`config.mk`:
```
export PLATFORM = sky130hd
export DESIGN_NAME = diff_link_ctrl
export DESIGN_NICKNAME = d
export VERILOG_FILES = /design/src/rtl/diff_link_ctrl.sv
export SDC_FILE = /design/constraint.sdc
export NUM_CORES = 1
export LEC_CHECK = 0
export BUFFER_PORTS_ARGS = -buffer_cell sky130_fd_sc_hd__buf_4
export CORE_MARGIN = 1.5
export CORE_UTILIZATION = 57
export DETAILED_ROUTE_END_ITERATION = 8
export GPL_ROUTABILITY_DRIVEN = 0
export GPL_TIMING_DRIVEN = 0
export HOLD_SLACK_MARGIN = 0.06
export PLACE_DENSITY = 0.81
export SLEW_MARGIN = 25
export SYNTH_ARGS = -nofsm -noshare
export SYNTH_HDL_FRONTEND = slang
export SYNTH_SLANG_ARGS = --single-unit
```
`constraint.sdc`:
```
create_clock -name CLK -period 2.51 [get_ports CLK]
set_input_delay 0.3765 -clock CLK [delete_from_list [all_inputs] [get_ports CLK]]
set_output_delay 0.3765 -clock CLK [all_outputs]
set_load 0.02 [all_outputs]
```
`src/rtl/diff_link_ctrl.sv`:
```
// diff_link_ctrl: half-duplex master on one differential pair (start bit + MSB-first word).
// Define DIFF_LINK_PARITY_EN to append an even-parity bit each way and expose PAR_ERR.
module diff_link_ctrl #(
  parameter int DATA_W   = 8,
  parameter int BIT_DIV  = 4,
  parameter int TURN_CYC = 2,
  parameter int RESP_TO  = 16
) (
  input  logic              CLK,
  input  logic              RST_N,
  input  logic [DATA_W-1:0] TX_DATA,
  input  logic              TX_VALID,
  output logic              TX_READY,
  output logic [DATA_W-1:0] RX_DATA,
  output logic              RX_VALID,
  output logic              TIMEOUT,
`ifdef DIFF_LINK_PARITY_EN
  output logic              PAR_ERR,
`endif
  output logic              BUF_I,
  output logic              BUF_T,
  input  logic              BUF_O
);

`ifdef DIFF_LINK_PARITY_EN
  localparam int NBITS = DATA_W + 1;
`else
  localparam int NBITS = DATA_W;
`endif
  localparam int TURN_N  = TURN_CYC * BIT_DIV;
  localparam int WAIT_N  = RESP_TO * BIT_DIV;
  localparam int FIRST_N = BIT_DIV + BIT_DIV / 2;
  localparam int CNT_A   = (TURN_N > WAIT_N) ? TURN_N : WAIT_N;
  localparam int CNT_MAX = (CNT_A > FIRST_N) ? CNT_A : FIRST_N;
  localparam int CW      = $clog2(CNT_MAX);
  localparam int BW      = $clog2(NBITS + 1);

  localparam logic [CW-1:0] BIT_END  = CW'(BIT_DIV - 1);
  localparam logic [CW-1:0] TURN_END = CW'(TURN_N - 1);
  localparam logic [CW-1:0] WAIT_END = CW'(WAIT_N - 1);
  localparam logic [CW-1:0] SAMP_END = CW'(FIRST_N - 1);
  localparam logic [CW-1:0] SAMP_RLD = CW'(FIRST_N - BIT_DIV);
  localparam logic [BW-1:0] LAST_BIT = BW'(NBITS - 1);

  localparam logic [2:0] IDLE     = 3'd0;
  localparam logic [2:0] TX_START = 3'd1;
  localparam logic [2:0] TX_BITS  = 3'd2;
  localparam logic [2:0] TURN     = 3'd3;
  localparam logic [2:0] RX_WAIT  = 3'd4;
  localparam logic [2:0] RX_BITS  = 3'd5;

  logic [2:0]       state;
  logic [CW-1:0]    cnt;
  logic [BW-1:0]    bcnt;
  logic [NBITS-1:0] sh;
  logic [NBITS-1:0] tx_frame;
  logic [NBITS-1:0] rx_next;
  logic             rx_bit;

`ifdef DIFF_LINK_PARITY_EN
  assign tx_frame = {TX_DATA, ^TX_DATA};
`else
  assign tx_frame = TX_DATA;
`endif

  // Only a solid 1 counts; X/Z from an undriven pair reads as 0.
  always_comb begin
    rx_bit = 1'b0;
    if (BUF_O == 1'b1) rx_bit = 1'b1;
  end

  assign rx_next = (sh << 1) | NBITS'(rx_bit);

  always_ff @(posedge CLK or negedge RST_N) begin
    if (!RST_N) begin
      state    <= IDLE;
      cnt      <= '0;
      bcnt     <= '0;
      sh       <= '0;
      TX_READY <= 1'b1;
      RX_DATA  <= '0;
      RX_VALID <= 1'b0;
      TIMEOUT  <= 1'b0;
      BUF_I    <= 1'b0;
      BUF_T    <= 1'b1;
`ifdef DIFF_LINK_PARITY_EN
      PAR_ERR  <= 1'b0;
`endif
    end else begin
      RX_VALID <= 1'b0;
      TIMEOUT  <= 1'b0;
      unique case (state)
        IDLE: begin
          if (TX_VALID) begin
            sh       <= tx_frame;
            state    <= TX_START;
            TX_READY <= 1'b0;
            BUF_T    <= 1'b0;
            BUF_I    <= 1'b1;
            cnt      <= '0;
          end
        end
        TX_START: begin
          if (cnt == BIT_END) begin
            state <= TX_BITS;
            BUF_I <= sh[NBITS-1];
            sh    <= sh << 1;
            cnt   <= '0;
            bcnt  <= '0;
          end else begin
            cnt <= cnt + CW'(1);
          end
        end
        TX_BITS: begin
          if (cnt == BIT_END) begin
            cnt <= '0;
            if (bcnt == LAST_BIT) begin
              state <= TURN;
              BUF_T <= 1'b1;
              BUF_I <= 1'b0;
            end else begin
              bcnt  <= bcnt + BW'(1);
              BUF_I <= sh[NBITS-1];
              sh    <= sh << 1;
            end
          end else begin
            cnt <= cnt + CW'(1);
          end
        end
        TURN: begin
          if (cnt == TURN_END) begin
            state <= RX_WAIT;
            cnt   <= '0;
          end else begin
            cnt <= cnt + CW'(1);
          end
        end
        RX_WAIT: begin
          if (rx_bit) begin
            state <= RX_BITS;
            cnt   <= '0;
            bcnt  <= '0;
          end else if (cnt == WAIT_END) begin
            state    <= IDLE;
            TIMEOUT  <= 1'b1;
            TX_READY <= 1'b1;
            cnt      <= '0;
          end else begin
            cnt <= cnt + CW'(1);
          end
        end
        RX_BITS: begin
          // First sample lands mid data bit, past the start bit.
          if (cnt == SAMP_END) begin
            cnt <= SAMP_RLD;
            sh  <= rx_next;
            if (bcnt == LAST_BIT) begin
              state    <= IDLE;
              TX_READY <= 1'b1;
              RX_VALID <= 1'b1;
              cnt      <= '0;
`ifdef DIFF_LINK_PARITY_EN
              RX_DATA  <= rx_next[NBITS-1:1];
              PAR_ERR  <= ^rx_next;
`else
              RX_DATA  <= rx_next;
`endif
            end else begin
              bcnt <= bcnt + BW'(1);
            end
          end else begin
            cnt <= cnt + CW'(1);
          end
        end
        default: begin
          state    <= IDLE;
          TX_READY <= 1'b1;
          BUF_T    <= 1'b1;
          BUF_I    <= 1'b0;
        end
      endcase
    end
  end

endmodule

```
After elaboration in Yosys (flattened, before gate mapping)
Index checks and enable logic that the tools add are counted.
Storage, ports and cells
  flip-flop bits (word level): 34
  input bits: 12
  output and inout bits: 13
  logic and storage cells: 104
Operators by class
  add/sub/neg operators: 2
  eq/ne operators: 22
  mux-type cells: 50
  bitwise operators: 4
  reductions and logical operators: 16
Operators with widths (number)
  $mux W8: 5
  $mux W6: 6
  $pmux W8 S4: 1
  $pmux W6 S5: 1
  $mux W3: 9
  $ne A2 B2 Y1 const B: 11
  $mux W4: 5
  $pmux W3 S6: 1
  $mux W1: 17
  $pmux W4 S4: 1
  $eq A6 B3 Y1 const B: 2
  $reduce_and A6 Y1: 2
  $or A8 B1 Y8: 1
  $pmux W1 S4: 2
  $reduce_and A4 Y1: 2
  $reduce_and A8 Y1: 1
  $reduce_bool A4 Y1: 2
  $add A6 B1 Y6 const B: 1
  $eq A3 B2 Y1 const B: 2
  $eq A3 B3 Y1 const B: 2
  $eq A6 B2 Y1 const B: 1
  $eq A6 B6 Y1 const B: 1
  $reduce_or A3 Y1: 2
  $reduce_and A5 Y1: 1
  13 further kinds: 15

Longest topological paths before layout
Gate-level depths: netlist of run 1.
  word-level depth: 4
  mapped depth: 8
  depth with buffers taken out: 7

Least setup slack after synthesis of run 1
OpenSTA, ideal clock, no wires.
  path kind: reg2reg
  start: reg cnt[0]
  end: reg cnt[5]
  setup time: 0.087 ns
  arrival: 1.940 ns
  required time: 2.423 ns
  setup slack: 0.484 ns
  stages on the path, launching flop included: 8
  path buffers: 0
  period minus slack after synthesis: 2.026 ns
  cell sequence: dfrtp_1 ha_1 nor4b_2 a31o_1 a221oi_4 a21oi_2 or4_1 o211ai_1
Between the ends
  longest elaborated chain between the ends: 4
  elaborated cells between the ends (all ways): 11
  those cells by class: add/sub: 1; eq/ne: 4; mux: 6
Ends and longest elaborated chain
  start: declaration: line 53  | logic [CW-1:0] cnt;
  start signal: assignment: line 111  | cnt <= cnt + CW'(1);
  start signal: assignment: line 127  | cnt <= cnt + CW'(1);
  start signal: assignment: line 135  | cnt <= cnt + CW'(1);
  $add A6 B1 Y6 or $eq A6 B6 Y1 (tied branches)
  $mux W6: line 143  | end else if (cnt == WAIT_END) begin
  $mux W6: line 139  | if (rx_bit) begin
  $pmux W6 S5 *: line 92  | unique case (state)
Every way passes the cells marked *; elsewhere a longest branch is shown, timed or not.
A chain may end at the register's enable or synchronous reset.

Worst setup path in the final report of run 1
  start: reg cnt[3]
  end: reg state[1]
Between the ends
  longest elaborated chain between the ends: 3
  elaborated cells between the ends (all ways): 10
  those cells by class: eq/ne: 9; reduce/logical: 1
Ends and longest elaborated chain
  $eq A6 B6 Y1, or another cell as far along: line 143
  $ne A3 B3 Y1 (no line) or $ne A2 B2 Y1 (tied branches)
  $reduce_and A8 Y1 (no line) *
  end signal: assignment: line 140  | state <= RX_BITS;
  end signal: assignment: line 144  | state <= IDLE;
  end signal: assignment: line 158  | state <= IDLE;
  end: declaration: line 52  | logic [2:0] state;
Marked as above.

==> results of run 1 <==
state kept, by name, indices dropped and copies added (netlist names):
| signal | count |
|---|---|
| BUF_I | 1 |
| state | 3 |
| BUF_T | 1 |
| TIMEOUT | 1 |
| cnt | 6 |
| RX_VALID | 1 |
| RX_DATA | 8 |
| bcnt | 4 |
| TX_READY | 1 |
| sh | 8 |
kinds of logic after synthesis:
| logic type | Yosys count | share of synthesized area, % |
|---|---|---|
| mux | 18 | 10.1 |
| buf+inv | 11 | 2.48 |
| compound gates | 62 | 22.0 |
| simple gates | 66 | 18.4 |
| flops | 34 | 44.6 |
| xor+xnor | 1 | 0.458 |
| fa+ha+maj | 3 | 1.96 |
synth_stat cells (all sizes together), types with 5 or more instances:
cell type and n:
a21oi 17, buf 5, dfrtp 32, mux2 11, mux2i 7, nand2 24
nand2b 5, nand3 7, nor2 10, nor2b 5, o21ai 24
per-stage QoR:
stage | hold slack [ns] | cell area (µm²) | std cells | setup slack (ns) | utilization, %
2_1_floorplan | 0.0809 | 1910 | 195 | 0.484 | -
3_3_place_gp | 0.338 | 2150 | 263 | 0.325 | 68.7
3_5_place_dp | 0.346 | 2150 | 263 | 0.295 | 68.7
4_1_cts | 0.297 | 2210 | 272 | 0.227 | 70.7
5_1_grt | 0.310 | 2220 | 272 | 0.0952 | 71.0
6_report | 0.304 | 2220 | 272 | 0.270 | 71.0
critical path: stages, from the launching register on:
cell	delay, ns
dfrtp_1	0.50
nor3_1	0.28
nand3_1	0.22
or3_4	0.42
a21oi_2	0.14
o211a_2	0.23
mux2_1	0.33
what timing repair did:
action	in CTS	in global routing
setup endpoints to repair	0	2
hold buffers	1	0
hold endpoints to repair	32	0
buffers inserted	0	0
gates resized for setup	0	1
placed cells by master (no fill, tap or decap), types with 3 or more instances in the layout:
| cell | count |
|---|---|
| a21o_1 | 3 |
| a21oi_1 | 14 |
| a21oi_2 | 3 |
| a22oi_1 | 3 |
| buf_2 | 4 |
| buf_4 | 24 |
| clkbuf_1 | 3 |
| clkbuf_4 | 5 |
| dfrtp_1 | 32 |
| ha_1 | 3 |
| inv_1 | 4 |
| mux2_1 | 7 |
| mux2_2 | 4 |
| mux2i_1 | 7 |
| nand2_1 | 24 |
| nand2b_1 | 5 |
| nand3_1 | 7 |
| nor2_1 | 8 |
| nor2b_1 | 4 |
| o21ai_0 | 9 |
| o21ai_1 | 14 |
| o31ai_1 | 3 |
final cells by class:
| type | count | area [µm²] | area share (%) |
|---|---|---|---|
| multi-input combinational | 150 | 1020 | 46.0 |
| sequential | 34 | 853 | 38.4 |
| buffer | 7 | 32.5 | 1.47 |
| inverter | 4 | 15.0 | 0.676 |
| timing repair buffer | 25 | 190 | 8.57 |
| tap | 44 | 55.1 | 2.48 |
| clock inverter | 1 | 7.51 | 0.338 |
| clock buffer | 7 | 45.0 | 2.03 |
worst min-delay path by stage:
| stage | from | endpoint | slack, ns | cells past startpoint |
|---|---|---|---|---|
| global route | TX_DATA[5] | sh[5]$_DFFE_PN0P_ | 0.31 | 3 |
| detailed placement | RST_N | cnt[5]$_DFFE_PN0P_ | 0.35 | 1 |
| global placement | RST_N | cnt[5]$_DFFE_PN0P_ | 0.34 | 1 |
| CTS | TX_DATA[5] | sh[5]$_DFFE_PN0P_ | 0.30 | 3 |
| finish | TX_DATA[5] | sh[5]$_DFFE_PN0P_ | 0.30 | 3 |
| floorplan | RST_N | BUF_I$_DFFE_PN0P_ | 0.08 | 0 |
where the power goes:
part | leakage [nW] | switching, W | internal [W]
sequential | 0.445 | 0.000148 | 0.000713
combinational | 0.557 | 0.000877 | 0.000578
clock | 0.0255 | 0.000188 | 0.000110
total | 1.03 | 0.00121 | 0.00140
metal layers:
layer	GRT usage, %	vias to the layer above
li1	-	780
met1	36.2	785
met2	43.0	75
met3	6.61	14
met4	11.8	0
met5	0	-
==> results.json, run 1 <==
{
  "clk_path_buf_depth": 2,
  "worstMarginPinSlew_ns": 0.568,
  "fin_setup_tns_ns": 0,
  "endpoint_kind": "flop",
  "root_buffer": "clkbuf_4",
  "p_leak_nw": 1.03,
  "row_count": 20,
  "clkSinkCount": 34,
  "nFillCells": 240,
  "rsz0062_at_grt": "no",
  "fp.coreArea_um2": 3130,
  "finalCriticalPeriod_ns": 2.24,
  "grt_pass1_vias": 1626,
  "netlist_area_um2": 1910,
  "rr_worst_depth": 6,
  "maxSlewViolCount": 0,
  "area_growth_syn_to_layout_pct": 16.0,
  "synth_edf_count": 0,
  "fin_crit_sh_pct": 89.3,
  "routed.top_layer": "met4",
  "die_h_um": 60.9,
  "slew-limit-headroom_pct": 62.1,
  "port_buffers": 24,
  "yosys_warnings": 0,
  "seq_area_frac_synth_pct": 44.6,
  "cts_tree": "built",
  "drt_iter0_markers": 107,
  "grt_max_degree": 35,
  "ys_seq_elements": 34,
  "hold_violations": 0,
  "path_class": "reg2reg",
  "antenna_found_initial": 0,
  "die_w_um": 60.9,
  "synth_nets": 210,
  "synth-async-reset-ratio_pct": 100,
  "synthTopCellsByArea": "dfrtp_1 42%, nand2_1 4.7%, mux2_1 4.1%, a21oi_1 3.7%, mux2i_1 3.7%",
  "hpwl_mm": 3.06,
  "met3_length_um": 286,
  "synth_top_area_share_pct": 41.9,
  "drv_cap": 0,
  "finalSetupViolCount": 0,
  "synth_top_area_cell": "dfrtp_1",
  "grt_pass1_wl_mm": 7.45,
  "synth_area_per_cell_um2": 9.81,
  "insertedDiodeCount": 0,
  "drtAntennaViolNets": 0,
  "clock_latency_ns": 0.35,
  "fin_skew_ns": 0.0129,
  "critical_path_required_ns": 2.74,
  "cts_buffers": 5,
  "viasPerCell": 6.08,
  "crit_fanout": 8,
  "wl_mm": 4.31,
  "grt-ovfl-total": 0,
  "start_util_pct": 61.2,
  "synth-main-ff-cell": "dfrtp_1",
  "routedWlPerCell_um": 15.8,
  "dr.pass1.iters": 4,
  "wl_met2_mm": 2.07,
  "clk_transition_reported_paths_ns": 0.11,
  "dr_total_vias": 1654,
  "reg2reg_slack_ns": 0.27,
  "r2r-end": "state[1]$_DFFE_PN0P_",
  "hp-class": "in2reg",
  "crit_path_end": "state[1]$_DFFE_PN0P_",
  "drive_gt1_share_pct": 25.0,
  "max_freq_mhz": 446,
  "critPathArrivalTime_ns": 2.47,
  "cts.htree.levels": 2,
  "io_pins": 25,
  "drt-met1-wl_mm": 1.83,
  "total_power_w": 0.00262,
  "ys_types": 53,
  "synthCells": 195,
  "final_nets": 242,
  "peakVddDrop_mv": 0.635,
  "grt_use_total_pct": 27.4,
  "critPathLaunch": "cnt[3]$_DFFE_PN0P_",
  "power_density_nw_per_um2": 1180,
  "dieArea_um2": 3710,
  "worstReg2RegStart": "cnt[3]$_DFFE_PN0P_",
  "drcViolationCount": 0,
  "crit_path_start_kind": "flop",
  "outcome": "completed"
}
Power figures use the tool's default switching activity.
==> run 2: changes to the inputs <==
--- a/config.mk
+++ b/config.mk
@@ -12,8 +12,7 @@
 export GPL_ROUTABILITY_DRIVEN = 0
 export GPL_TIMING_DRIVEN = 0
 export HOLD_SLACK_MARGIN = 0.06
-export PLACE_DENSITY = 0.81
-export SLEW_MARGIN = 25
+export PLACE_DENSITY = 0.79
 export SYNTH_ARGS = -nofsm -noshare
 export SYNTH_HDL_FRONTEND = slang
 export SYNTH_SLANG_ARGS = --single-unit
==> run 2 against run 1 <==
  * Clock power increased by 34%
  * Critical path type unchanged
  * Flip-flop and latch count unchanged
  * Via count decreased by 0.48%
  * Cell count unchanged
==> results.json, run 2 (same netlist as run 1, synthesis figures left out) <==
{
  "outcome": "completed",
  "insertedDiodeCount": 0,
  "fp.coreArea_um2": 3130,
  "dr_total_vias": 1646,
  "root_buffer": "clkbuf_4",
  "final_nets": 242,
  "hold_violations": 0,
  "crit_fanout": 10,
  "finalSetupViolCount": 0,
  "routedWlPerCell_um": 16.4,
  "hp-start": "TX_DATA[5]",
  "endpoint_kind": "flop",
  "layout_common_cells": "32 x dfrtp_1, 24 x nand2_1, 24 x buf_4",
  "clkSinkCount": 34,
  "nFillCells": 226,
  "total_power_w": 0.00273,
  "instances_no_fill": 272,
  "worstMarginPinSlew_ns": 0.583,
  "dr.pass1.iters": 4,
  "max_freq_mhz": 434,
  "power.switching_w": 0.00124,
  "worstReg2RegStart": "cnt[0]$_DFFE_PN0P_",
  "crit_path_start_kind": "flop",
  "grt-ovfl-total": 0,
  "peakVddDrop_mv": 0.799,
  "pwr-share-seq_pct": 31.5,
  "cts.htree.levels": 2,
  "drtAntennaViolNets": 0,
  "drcViolationCount": 0,
  "combinationalPowerShare_pct": 53.9,
  "path_class": "reg2reg",
  "row_count": 20,
  "cts_tree": "built",
  "rsz0062_at_grt": "no",
  "antenna_found_initial": 0,
  "place_inst": 263,
  "post_cts_buffers": 0,
  "critPathArrivalTime_ns": 2.53,
  "drt_iter0_markers": 108,
  "clk_transition_reported_paths_ns": 0.11,
  "power_density_nw_per_um2": 1220,
  "die_w_um": 60.9,
  "multi_input_area_um2": 1010,
  "port_buffers": 24,
  "power.share.clock_pct": 14.7,
  "met3_usage_pct": 5.97,
  "start_util_pct": 61.2,
  "finalCriticalPeriod_ns": 2.30,
  "grt_pass1_vias": 1589,
  "grt_pass1_wl_mm": 7.27,
  "maxSlewViolCount": 0,
  "drive_gt1_share_pct": 25.9,
  "cts_buffers": 5,
  "gr-max-usage-layer": "met2",
  "grt_use_total_pct": 27.3,
  "area_growth_syn_to_layout_pct": 16.9,
  "slew-limit-headroom_pct": 61.1,
  "switching_share_pct": 45.4,
  "fin_crit_sh_pct": 91.8,
  "clock_latency_ns": 0.34,
  "dieArea_um2": 3710,
  "reg_top3": "RX_DATA: 8 flops, sh: 8 flops, cnt: 6 flops",
  "fin_setup_tns_ns": 0,
  "io_pins": 25,
  "critPathLaunch": "cnt[0]$_DFFE_PN0P_",
  "clk_path_buf_depth": 2,
  "final_common_cell": "dfrtp_1",
  "hpwl_mm": 3.08,
  "fin_skew_ns": 0.00900,
  "viasPerCell": 6.05,
  "drv_cap": 0,
  "grt_max_degree": 35,
  "ff_latch_area_um2": 853,
  "die_h_um": 60.9,
  "use_met2_pct": 44.7,
  "critical_path_required_ns": 2.74,
  "hp-class": "in2reg",
  "internal-power_w": 0.00149,
  "met1_usage_pct": 34.8,
  "wl_mm": 4.46,
  "p_leak_nw": 1.05
}
run 2: what timing repair did:
item | in CTS | in global routing
hold buffers | 1 | 0
resized for setup | 0 | 0
hold endpoints to repair | 32 | 0
run 2: final timing paths:
path                            slack (ns)                     end  cells after the start
max in group asynchronous             1.67       BUF_T$_DFFE_PN1P_                      2
worst min register to register        0.50  RX_DATA[5]$_DFFE_PN0P_                      1
min in group asynchronous             0.51       sh[6]$_DFFE_PN0P_                      2
worst max register to register        0.21       sh[2]$_DFFE_PN0P_                      8
worst min-delay path                  0.31       sh[5]$_DFFE_PN0P_                      3
worst max-delay path                  0.21       sh[2]$_DFFE_PN0P_                      8
run 2: layer usage:
layer	vias to the layer above	wire, µm	part of all wire [%]
met5	-	0	0
met4	0	89	2.0
met3	8	254	5.7
met2	71	2240	50
met1	791	1880	42
li1	776	-	-
run 2: critical path, cell delays in order, from the launching register on:
cell	delay, ns
dfrtp_1	0.42
ha_1	0.25
nor4b_2	0.35
nand2b_1	0.21
a22oi_2	0.29
o211ai_2	0.25
buf_2	0.26
nand2_1	0.09
o21ai_1	0.07
run 2: final cells by class:
cell class                 count  area share (%)
tap                           44            2.46
timing repair buffer          25            8.51
inverter                       4           0.672
clock buffer                   5            1.68
buffer                         7            1.45
clock inverter                 3            1.79
sequential                    34            38.2
multi-input combinational    150            45.3
run 2: power by group through the flow:
stage               clock [W]  combinational, W  sequential (W)
floorplan                   0           0.00109        0.000851
CTS                  0.000403           0.00145        0.000857
global placement            0           0.00138        0.000851
global route         0.000422           0.00162        0.000880
finish               0.000401           0.00147        0.000860
detailed placement          0           0.00143        0.000865
run 2: through the flow:
stage	util (%)	hold WS, ns	cell area [µm²]	worst slack [ns]
final	71.5	0.313	2240	0.206
after global routing	71.5	0.328	2240	0.0716
after CTS	71.5	0.305	2240	0.247
after detailed placement	68.7	0.345	2150	0.268
after global placement	68.7	0.338	2150	0.310
after floorplan	-	0.0809	1910	0.484
